--- config.mk ---
export PLATFORM = sky130hd
export DESIGN_NAME = rr_lmsm_sequencer
export DESIGN_NICKNAME = d
export VERILOG_FILES = /design/src/rtl/rr_lmsm_sequencer.sv
export SDC_FILE = /design/constraint.sdc
export NUM_CORES = 1
export LEC_CHECK = 0
export ABC_CLOCK_PERIOD_IN_PS = 4000
export BUFFER_PORTS_ARGS = -buffer_cell sky130_fd_sc_hd__buf_2
export CAP_MARGIN = 40
export CORE_UTILIZATION = 50
export CTS_CLUSTER_DIAMETER = 100
export DETAILED_ROUTE_END_ITERATION = 8
export HOLD_SLACK_MARGIN = 0.12
export PLACE_DENSITY = 0.85
export SETUP_SLACK_MARGIN = 0.4
export SLEW_MARGIN = 10
export SYNTH_ARGS = -nofsm -noshare
export SYNTH_HDL_FRONTEND = slang
export SYNTH_SLANG_ARGS = --single-unit
--- constraint.sdc ---
create_clock -name clk -period 4 [get_ports clk]
set_input_delay 1 -clock clk [delete_from_list [all_inputs] [get_ports clk]]
set_output_delay 1 -clock clk [all_outputs]
set_load 0.02 [all_outputs]
--- src/rtl/rr_lmsm_sequencer.sv ---
// Register-read stage sequencer: expands LM/SM into one micro-op per set list bit.
// Optional base-register write-back micro-op enabled by defining RR_LMSM_BASE_WB_EN.
module rr_lmsm_sequencer #(
  parameter logic [15:0] ADDR_STEP = 16'd1
) (
  input  logic        clk,
  input  logic        reset,
  input  logic        in_Validity,
  input  logic [15:0] in_pc,
  input  logic [15:0] in_IW,
  input  logic [1:0]  in_LMStart,
  input  logic [2:0]  in_RDest,
  input  logic        in_W_reg,
  input  logic        in_W_mem,
  input  logic [15:0] in_RA_data,
  input  logic        stall_RR,
  input  logic        flush,
  output logic        stall_ID,
  output logic        out_Validity,
  output logic [15:0] out_pc,
  output logic [15:0] out_IW,
  output logic [2:0]  out_RDest,
  output logic [2:0]  out_RSrc,
  output logic [15:0] out_addr,
  output logic        out_W_reg,
  output logic        out_W_mem,
  output logic        out_last,
  output logic [1:0]  dbg_state
);

`ifdef RR_LMSM_BASE_WB_EN
  typedef enum logic [1:0] {IDLE = 2'd0, SEQ = 2'd1, WB = 2'd2} state_t;
`else
  typedef enum logic [1:0] {IDLE = 2'd0, SEQ = 2'd1} state_t;
`endif

  typedef struct packed {
    logic        valid;
    logic [15:0] pc;
    logic [15:0] iw;
    logic [2:0]  rdest;
    logic [2:0]  rsrc;
    logic [15:0] addr;
    logic        w_reg;
    logic        w_mem;
    logic        last;
  } uop_t;

  state_t      state_q, state_d;
  logic [7:0]  rem_q, rem_d;
  logic [15:0] addr_q, addr_d;
  logic [15:0] cap_pc_q, cap_pc_d;
  logic [15:0] cap_iw_q, cap_iw_d;
  logic        cap_sm_q, cap_sm_d;
  uop_t        uop_q, uop_d;

  // Emission source: the live ID/RR inputs in IDLE, the captured copy in SEQ.
  logic        from_seq;
  logic        is_lmsm;
  logic        do_emit;
  logic [7:0]  e_list;
  logic [7:0]  e_rem;
  logic [2:0]  e_idx;
  logic [15:0] e_base;
  logic [15:0] e_pc;
  logic [15:0] e_iw;
  logic        e_sm;

  function automatic logic [2:0] low_idx(input logic [7:0] v);
    logic [2:0] r;
    r = 3'd0;
    for (int k = 7; k >= 0; k--) begin
      if (v[k]) r = 3'(k);
    end
    return r;
  endfunction

  always_comb begin
    from_seq = (state_q == SEQ);
    is_lmsm  = (in_LMStart == 2'b01) || (in_LMStart == 2'b10);
    e_list   = from_seq ? rem_q    : in_IW[7:0];
    e_base   = from_seq ? addr_q   : in_RA_data;
    e_pc     = from_seq ? cap_pc_q : in_pc;
    e_iw     = from_seq ? cap_iw_q : in_IW;
    e_sm     = from_seq ? cap_sm_q : in_LMStart[1];
    e_idx    = low_idx(e_list);
    e_rem    = e_list & ~(8'd1 << e_idx);
  end

  always_comb begin
    state_d  = state_q;
    rem_d    = rem_q;
    addr_d   = addr_q;
    cap_pc_d = cap_pc_q;
    cap_iw_d = cap_iw_q;
    cap_sm_d = cap_sm_q;
    uop_d    = uop_q;
    do_emit  = 1'b0;

    if (flush) begin
      state_d     = IDLE;
      rem_d       = 8'd0;
      uop_d.valid = 1'b0;
    end else if (!stall_RR) begin
      case (state_q)
        IDLE: begin
          if (!in_Validity) begin
            uop_d.valid = 1'b0;
          end else if (!is_lmsm) begin
            uop_d.valid = 1'b1;
            uop_d.pc    = in_pc;
            uop_d.iw    = in_IW;
            uop_d.rdest = in_RDest;
            uop_d.rsrc  = 3'd0;
            uop_d.addr  = 16'd0;
            uop_d.w_reg = in_W_reg;
            uop_d.w_mem = in_W_mem;
            uop_d.last  = 1'b1;
          end else if (in_IW[7:0] == 8'd0) begin
            uop_d.valid = 1'b0;
          end else begin
            cap_pc_d = in_pc;
            cap_iw_d = in_IW;
            cap_sm_d = in_LMStart[1];
            do_emit  = 1'b1;
          end
        end
        SEQ: do_emit = 1'b1;
`ifdef RR_LMSM_BASE_WB_EN
        WB: begin
          uop_d.valid = 1'b1;
          uop_d.pc    = cap_pc_q;
          uop_d.iw    = cap_iw_q;
          uop_d.rdest = cap_iw_q[11:9];
          uop_d.rsrc  = 3'd0;
          uop_d.addr  = addr_q;
          uop_d.w_reg = 1'b1;
          uop_d.w_mem = 1'b0;
          uop_d.last  = 1'b1;
          state_d     = IDLE;
        end
`endif
        default: state_d = IDLE;
      endcase

      if (do_emit) begin
        uop_d.valid = 1'b1;
        uop_d.pc    = e_pc;
        uop_d.iw    = e_iw;
        uop_d.rdest = e_sm ? 3'd0 : e_idx;
        uop_d.rsrc  = e_sm ? e_idx : 3'd0;
        uop_d.addr  = e_base;
        uop_d.w_reg = !e_sm;
        uop_d.w_mem = e_sm;
        rem_d       = e_rem;
        addr_d      = e_base + ADDR_STEP;
        if (e_rem != 8'd0) begin
          uop_d.last = 1'b0;
          state_d    = SEQ;
        end else begin
`ifdef RR_LMSM_BASE_WB_EN
          uop_d.last = 1'b0;
          state_d    = WB;
`else
          uop_d.last = 1'b1;
          state_d    = IDLE;
`endif
        end
      end
    end
  end

  // Falling-edge update, matching the other pipeline registers.
  always_ff @(negedge clk or posedge reset) begin
    if (reset) begin
      state_q  <= IDLE;
      rem_q    <= 8'd0;
      addr_q   <= 16'd0;
      cap_pc_q <= 16'd0;
      cap_iw_q <= 16'd0;
      cap_sm_q <= 1'b0;
      uop_q    <= '0;
    end else begin
      state_q  <= state_d;
      rem_q    <= rem_d;
      addr_q   <= addr_d;
      cap_pc_q <= cap_pc_d;
      cap_iw_q <= cap_iw_d;
      cap_sm_q <= cap_sm_d;
      uop_q    <= uop_d;
    end
  end

  assign stall_ID     = (state_q != IDLE) || stall_RR;
  assign out_Validity = uop_q.valid;
  assign out_pc       = uop_q.pc;
  assign out_IW       = uop_q.iw;
  assign out_RDest    = uop_q.rdest;
  assign out_RSrc     = uop_q.rsrc;
  assign out_addr     = uop_q.addr;
  assign out_W_reg    = uop_q.w_reg;
  assign out_W_mem    = uop_q.w_mem;
  assign out_last     = uop_q.last;
  assign dbg_state    = state_q;

endmodule

==> impl_metrics.tcl, run 1 <==
set metrics [dict create \
    status "did not finish" \
    stop_stage "5_1_grt" \
    error "[ERROR GRT-0232] Routing congestion too high. Check the congestion heatmap in the GUI." \
    ys_top_cells_by_area "dfrtn_1 (48%), nand2_1 (9.2%), mux2i_1 (8.2%)" \
    grt_max_degree 97 \
    syn_nets 701 \
    synth.avg_cell_area_um2 9.52 \
    syn-cell-area_mm2 0.00609 \
    start_util 0.522 \
    async_flop_share 1.00 \
    die_w_um 112 \
    cts_root_buf "clkbuf_16" \
    grtUsageTotal 0.681 \
    globalplace.congestion 0.840 \
    ctsLongestPathBuffers 2 \
    portBuffers 119 \
    ys_seq_elements 116 \
    synth_top_area_share 0.476 \
    yosysUniqueCellTypes 63 \
    synth-main-ff-cell "dfrtn_1" \
    num_io_pins 121 \
    synthCells 640 \
    endpoint_type "register data pin" \
    htree_levels 4 \
    grt-ovfl-total 7 \
    fp-row-count 39 \
    numCtsBuffers 17 \
    synth_edf_count 0 \
    die_y_um 112 \
    dpl.hpwl_mm 12.0 \
    grt-worst-endpoint "addr_q[14]$_DFFE_NP0P_/D" \
    synth_area_leader_cell "dfrtn_1" \
    clock_sinks 116 \
    ys_warn_count 0 \
    ys_seq_area_frac 0.476 \
]
==> metrics by stage <==
step                      TNS (ns)  cells  utilization  setup WS (ns)  instance area [um^2]
after detailed placement    -61.37    953        0.652         -0.657                  7610
after CTS                    -8.15   1069        0.851         -0.188                  9920
after floorplan             -56.62    640            -         -0.528                  6400
after global placement      -58.87    952        0.650         -0.592                  7580
==> per-layer routing <==
metal  global-route usage  overflow
met3                0.467         0
met5               0.0471         0
met1                0.689         0
met2                0.890         3
met4                0.710         4
==> synth_stat cells (4+ instances only) <==
library cell	number
a32o_1	7
nand3_1	25
nor3b_1	4
nor2b_1	8
a31oi_1	4
inv_1	5
a211oi_1	6
nand3b_1	5
a21o_1	4
xor2_1	10
o21ai_0	62
clkbuf_1	11
nor2_1	14
mux2i_1	50
nand2b_1	8
buf_2	24
nand2_1	149
a21oi_1	27
o22ai_1	6
o21ai_1	4
o2111ai_1	7
buf_6	4
dfrtn_1	116
nand4_1	6
mux2_2	6
nor3_1	5
==> kinds of logic after synthesis <==
group           synth area share
simple gates               0.186
compound gates             0.183
flops                      0.476
mux                       0.0932
buf+inv                   0.0413
xor+xnor                  0.0172
fa+ha+maj                0.00205
other cells             0.000615
==> repair_timing <==
action                     4_1_cts
resized for setup              259
pin swaps                       60
gates cloned                    11
setup endpoints to repair      176
hold buffers                     0
setup buffers                   73
==> inputs of run 2 (changes only) <==
- ABC_CLOCK_PERIOD_IN_PS: 4000 -> 5200
- CORE_UTILIZATION: 50 -> 40
- CTS_CLUSTER_DIAMETER: 100 -> unset
- HOLD_SLACK_MARGIN: 0.12 -> unset
- PLACE_DENSITY: 0.85 -> unset
- PLACE_DENSITY_LB_ADDON: unset -> 0.15
- SETUP_SLACK_MARGIN: 0.4 -> unset
- clock period: 4 -> 5.2 ns (I/O delays scaled with it)
==> impl_metrics.tcl, run 2 <==
set metrics [dict create \
    total_power_uw 3480 \
    async_flop_share 1.00 \
    fin_skew_ns 0.00584 \
    wl_mm 16.8 \
    setup_tns_ns 0 \
    antenna_found_initial 1 \
    fillCellCount 1333 \
    num_io_pins 121 \
    critPathMaxFanout 8 \
    area_delta_synth_final_pct 35.1 \
    placed_cells 993 \
    max_cap_viol_count 0 \
    path_class "in -> reg" \
    muxShareOfSynthArea 0.0932 \
    ctsLongestPathBuffers 2 \
    crit_required_ns 2.84 \
    drive_gt1_frac 0.331 \
    p_per_area_mw_per_mm2 422 \
    synth.most_common_cell "nand2_1" \
    clk_latency_ns 0.39 \
    ys_seq_area_frac 0.476 \
    synth_top_area_share 0.476 \
    rsz0062_at_grt "true" \
    grtUsageTotal 0.223 \
    numCtsBuffers 17 \
    grt_pass1_wl_mm 27.6 \
    synth_common_cells "nand2_1 (149), dfrtn_1 (116), o21ai_0 (62)" \
    final_common_cell "nand2_1" \
    num_vias 5484 \
    ys_warn_count 0 \
    yosysUniqueCellTypes 63 \
    clkTransAtPathRegs_ns 0.04 \
    die_y_um 125 \
    vias_per_cell 5.33 \
    synth-simple-area-share 0.186 \
    synth-main-ff-cell "dfrtn_1" \
    ir_drop_v 0.000219 \
    drcViolationCount 6 \
    synth_area_leader_cell "dfrtn_1" \
    synth.avg_cell_area_um2 9.52 \
    hold_class "reg -> reg" \
    leakagePower_uw 0.00396 \
    setup_violations 0 \
    final.setup.worst_slack_ns 0.0684 \
    cts_tree "done" \
    hold_violations 0 \
    violations "design-rule violations" \
    final_cell_mix "nand2_1 (149), dfrtn_1 (116), buf_2 (115)" \
    fp-row-count 44 \
    drt-initial-drc-count 370 \
    ys_seq_elements 116 \
    grt_max_degree 91 \
    synth_edf_count 0 \
    first_global_vias 5392 \
    synth_compound_area_frac 0.183 \
    die_area_mm2 0.0157 \
    syn-cell-area_mm2 0.00609 \
    ant_nets 0 \
    maxSlewHeadroom 0.520 \
    syn_nets 701 \
    synthCells 640 \
    start_util 0.415 \
    critPathLaunchType "input port" \
    finalNetCount 892 \
    wire_per_inst_um 16.3 \
    htree_levels 4 \
    synthXorXnorAreaFrac 0.0172 \
    cp.arrival_ns 2.77 \
    timing.hold.ws_ns 0.420 \
    status "complete, but fails checks" \
    final_cell_count_no_fill 1028 \
    cts-hold-fix-buffers 0 \
    drt-pass1-iter-count 9 \
    dpl.hpwl_mm 12.0 \
    clock_sinks 116 \
    synth_top_family_by_area "simple AND/OR/NAND/NOR gates" \
    globalplace.congestion 0.852 \
    worst_setup_path_end_kind "register" \
    core_area_mm2 0.0147 \
    portBuffers 119 \
    n_antenna_cell 0 \
    grt-ovfl-total 0 \
    cts_root_buf "clkbuf_16" \
    pre_cts_ws_ns -0.388 \
    die_w_um 125 \
    worst-slew-pin-transition_ns 0.720 \
    ys_top_cells_by_area "dfrtn_1 (48%), nand2_1 (9.2%), mux2i_1 (8.2%)" \
    synth_fa_ha_area_frac 0.00205 \
    finalMaxSlewViolations 0 \
]
## run 2: cells by family (layout without fill, tap and decap cells)
group | count (synthesis) | after routing
DFF | 116 | 116
AOI/OAI and AO/OA | 167 | 167
xor gates and xnor gates | 12 | 12
adders and majority gates | 1 | 1
buffers and inverters | 48 | 252
other | 1 | 1
muxes | 56 | 56
and+or+nand+nor | 239 | 239
## run 2: what timing repair did
item,4_1_cts,5_1_grt
resized for setup,0,9
buffers inserted,0,3
setup endpoints to repair,0,17
## run 2: layout make-up
cell class / count / area [um^2] / share of cell area
sequential: 116 / 2900 / 0.353
multi-input combinational: 476 / 3030 / 0.369
inverter: 5 / 22.5 / 0.00274
clock inverter: 11 / 125 / 0.0152
clock buffer: 21 / 470 / 0.0572
timing repair buffer: 215 / 1450 / 0.176
tap: 184 / 230 / 0.0280
## run 2: path summary, 6_finish.rpt
check                                    startpoint                       end  slack (ns)  cells past startpoint
min in group asynchronous                     reset     out_IW[8]$_DFFE_NP0P_        3.51                      3
max                                   in_RA_data[1]    addr_q[14]$_DFFE_NP0P_        0.07                      9
max in group asynchronous                     reset  out_addr[15]$_DFFE_NP0P_        1.23                      3
max reg2reg                dbg_state[0]$_DFFE_NP0P_      out_last$_DFFE_NP0P_        1.75                     10
min reg2reg                   out_IW[0]$_DFFE_NP0P_     out_IW[0]$_DFFE_NP0P_        0.42                      2
min                           out_IW[0]$_DFFE_NP0P_     out_IW[0]$_DFFE_NP0P_        0.42                      2
## run 2: power by group
part           switching [uW]  internal (uW)  leakage [uW]
logic                     552            402       0.00222
registers                 177           1170       0.00147
clock network             428            742      0.000278
## run 2: metrics by stage
step | cell area (um^2) | utilization
after floorplan | 6180 | -
after global placement | 7550 | 0.514
after detailed placement | 7580 | 0.516
after CTS | 8180 | 0.556
after global routing | 8230 | 0.560
final | 8230 | 0.560
## run 2: per-layer routing
metal | track usage | routed length [um] | up-vias
met4 | 0.0768 | 181 | 2
met3 | 0.0565 | 797 | 15
met5 | 0 | 15 | -
met1 | 0.296 | 7920 | 2669
met2 | 0.354 | 7870 | 118
li1 | - | - | 2680
## run 2: worst max-delay path, cell delays in order
cell      delay (ns)
buf_6           0.07
mux2_4          0.15
ha_4            0.15
nand4_1         0.12
buf_4           0.20
a22oi_4         0.31
nand4_1         0.20
mux2i_1         0.20
a211oi_1        0.06
Power figures use the tool's default switching activity.
==> inputs of run 3 (changes only) <==
==> constraint.sdc (replaced) <==
create_clock -name clk -period 5.2 [get_ports clk]
set_input_delay 1.04 -clock clk [delete_from_list [all_inputs] [get_ports clk]]
set_output_delay 1.04 -clock clk [all_outputs]
set_load 0.02 [all_outputs]
==> impl_metrics.tcl, run 3 (synthesis results as in run 2) <==
set metrics [dict create \
    final-seq-area_mm2 0.00290 \
    drt-initial-drc-count 303 \
    maxSlewHeadroom 0.598 \
    die_y_um 125 \
    cts-hold-fix-buffers 0 \
    fillCellCount 1326 \
    grtUsageTotal 0.223 \
    drt-pass1-iter-count 7 \
    core_area_mm2 0.0147 \
    final_common_cell "nand2_1" \
    r2r_cells 8 \
    critPathLaunchType "input port" \
    n_antenna_cell 0 \
    antenna_found_initial 1 \
    ctsLongestPathBuffers 2 \
    leakagePower_uw 0.00382 \
    cts_tree "done" \
    setup_violations 0 \
    htree_levels 4 \
    multi_input_area_mm2 0.00297 \
    die_area_mm2 0.0157 \
    fp-row-count 44 \
    die_w_um 125 \
    hold_start "cap_iw_q[2]$_DFFE_NP0P_" \
    violations "design-rule violations" \
    portBuffers 119 \
    finalNetCount 863 \
    clkTransAtPathRegs_ns 0.04 \
    worst_setup_path_end_kind "register" \
    drive_gt1_frac 0.294 \
    final_cell_mix "nand2_1 (149), buf_2 (119), dfrtn_1 (116)" \
    r2r_start "dbg_state[0]$_DFFE_NP0P_" \
    num_vias 5439 \
    num_io_pins 121 \
    total_power_uw 3510 \
    wl_mm 16.8 \
    fin_skew_ns 0.00693 \
    start_util 0.415 \
    hold_violations 0 \
    ir_drop_v 0.000224 \
    grt_max_degree 70 \
    numCtsBuffers 17 \
    area_delta_synth_final_pct 30.7 \
    cts_root_buf "clkbuf_16" \
    globalplace.congestion 0.862 \
    status "complete, but fails checks" \
    hold-path-cell-count 2 \
    critPathMaxFanout 8 \
    rsz0062_at_grt "false" \
    worst-slew-pin-transition_ns 0.595 \
    path_class "in -> reg" \
    grt_pass1_wl_mm 27.7 \
    p_per_area_mw_per_mm2 441 \
    finalMaxSlewViolations 0 \
    vias_per_cell 5.45 \
    ant_nets 0 \
    dpl.hpwl_mm 11.8 \
    clock_sinks 116 \
    cp.arrival_ns 2.72 \
    startpoint "in_IW[6]" \
    timing.hold.ws_ns 0.419 \
    crit_required_ns 2.84 \
    drcViolationCount 6 \
    hold_class "reg -> reg" \
    grt-ovfl-total 0 \
    first_global_vias 5311 \
    wire_per_inst_um 16.9 \
    max_cap_viol_count 0 \
    clk_latency_ns 0.39 \
]
[run 3: changes by cell type in the layout (fill, tap and decap cells not counted), sizes merged]
| cell | previous run | this run |
|---|---|---|
| clkinv | 3 | 5 |
| buf | 214 | 186 |
| bufinv | 2 | 4 |
| clkinvlp | 6 | 1 |
| inv | 5 | 4 |
[run 3: per-layer routing]
layer,wire length (um),global-route usage
met5,13,0
met2,7900,0.358
met3,708,0.0466
met1,7950,0.299
met4,274,0.0768
[run 3: report_power, final]
group / switching, uW / internal (uW) / total, uW
Combinational: 544 / 377 / 921
Clock: 411 / 823 / 1230
Sequential: 179 / 1170 / 1350
[run 3: area by class of cell]
type,instances,share of cell area
Clock buffer,22,0.0583
Clock inverter,9,0.0192
Inverter,5,0.00283
Multi-Input combinational cell,476,0.373
Sequential cell,116,0.365
Tap cell,184,0.0289
Timing Repair Buffer,186,0.153
[run 3: metrics by stage]
stage | utilization | worst slack [ns] | area (um^2) | cells | setup TNS, ns
floorplan | - | 0.00108 | 6110 | 640 | 0
detailed placement | 0.499 | -0.337 | 7340 | 967 | -17.14
global placement | 0.497 | -0.254 | 7310 | 966 | -13.61
global route | 0.542 | 0.0135 | 7960 | 998 | 0
CTS | 0.541 | 0.0773 | 7950 | 998 | 0
finish | 0.542 | 0.112 | 7960 | 998 | 0
[run 3: worst paths after layout]
check	endpoint	slack, ns
worst max-delay path	rem_q[4]$_DFFE_NP0P_	0.11
worst min-delay path	cap_iw_q[2]$_DFFE_NP0P_	0.42
worst max register to register	rem_q[5]$_DFFE_NP0P_	2.28
worst min register to register	cap_iw_q[2]$_DFFE_NP0P_	0.42
max in group asynchronous	out_addr[9]$_DFFE_NP0P_	1.63
min in group asynchronous	out_IW[6]$_DFFE_NP0P_	3.25
[run 3: timing repair]
action                                  4_1_cts  5_1_grt
setup buffers                                 0        0
endpoints found under the setup margin        0        6
gates resized for setup                       0        1
[run 3: worst max-delay path: stages]
cell and delay, ns:
buf_2 0.11, nor4_2 0.46, a211oi_4 0.18, buf_4 0.21
o21a_1 0.18, buf_4 0.14, buf_4 0.15, a32o_1 0.24
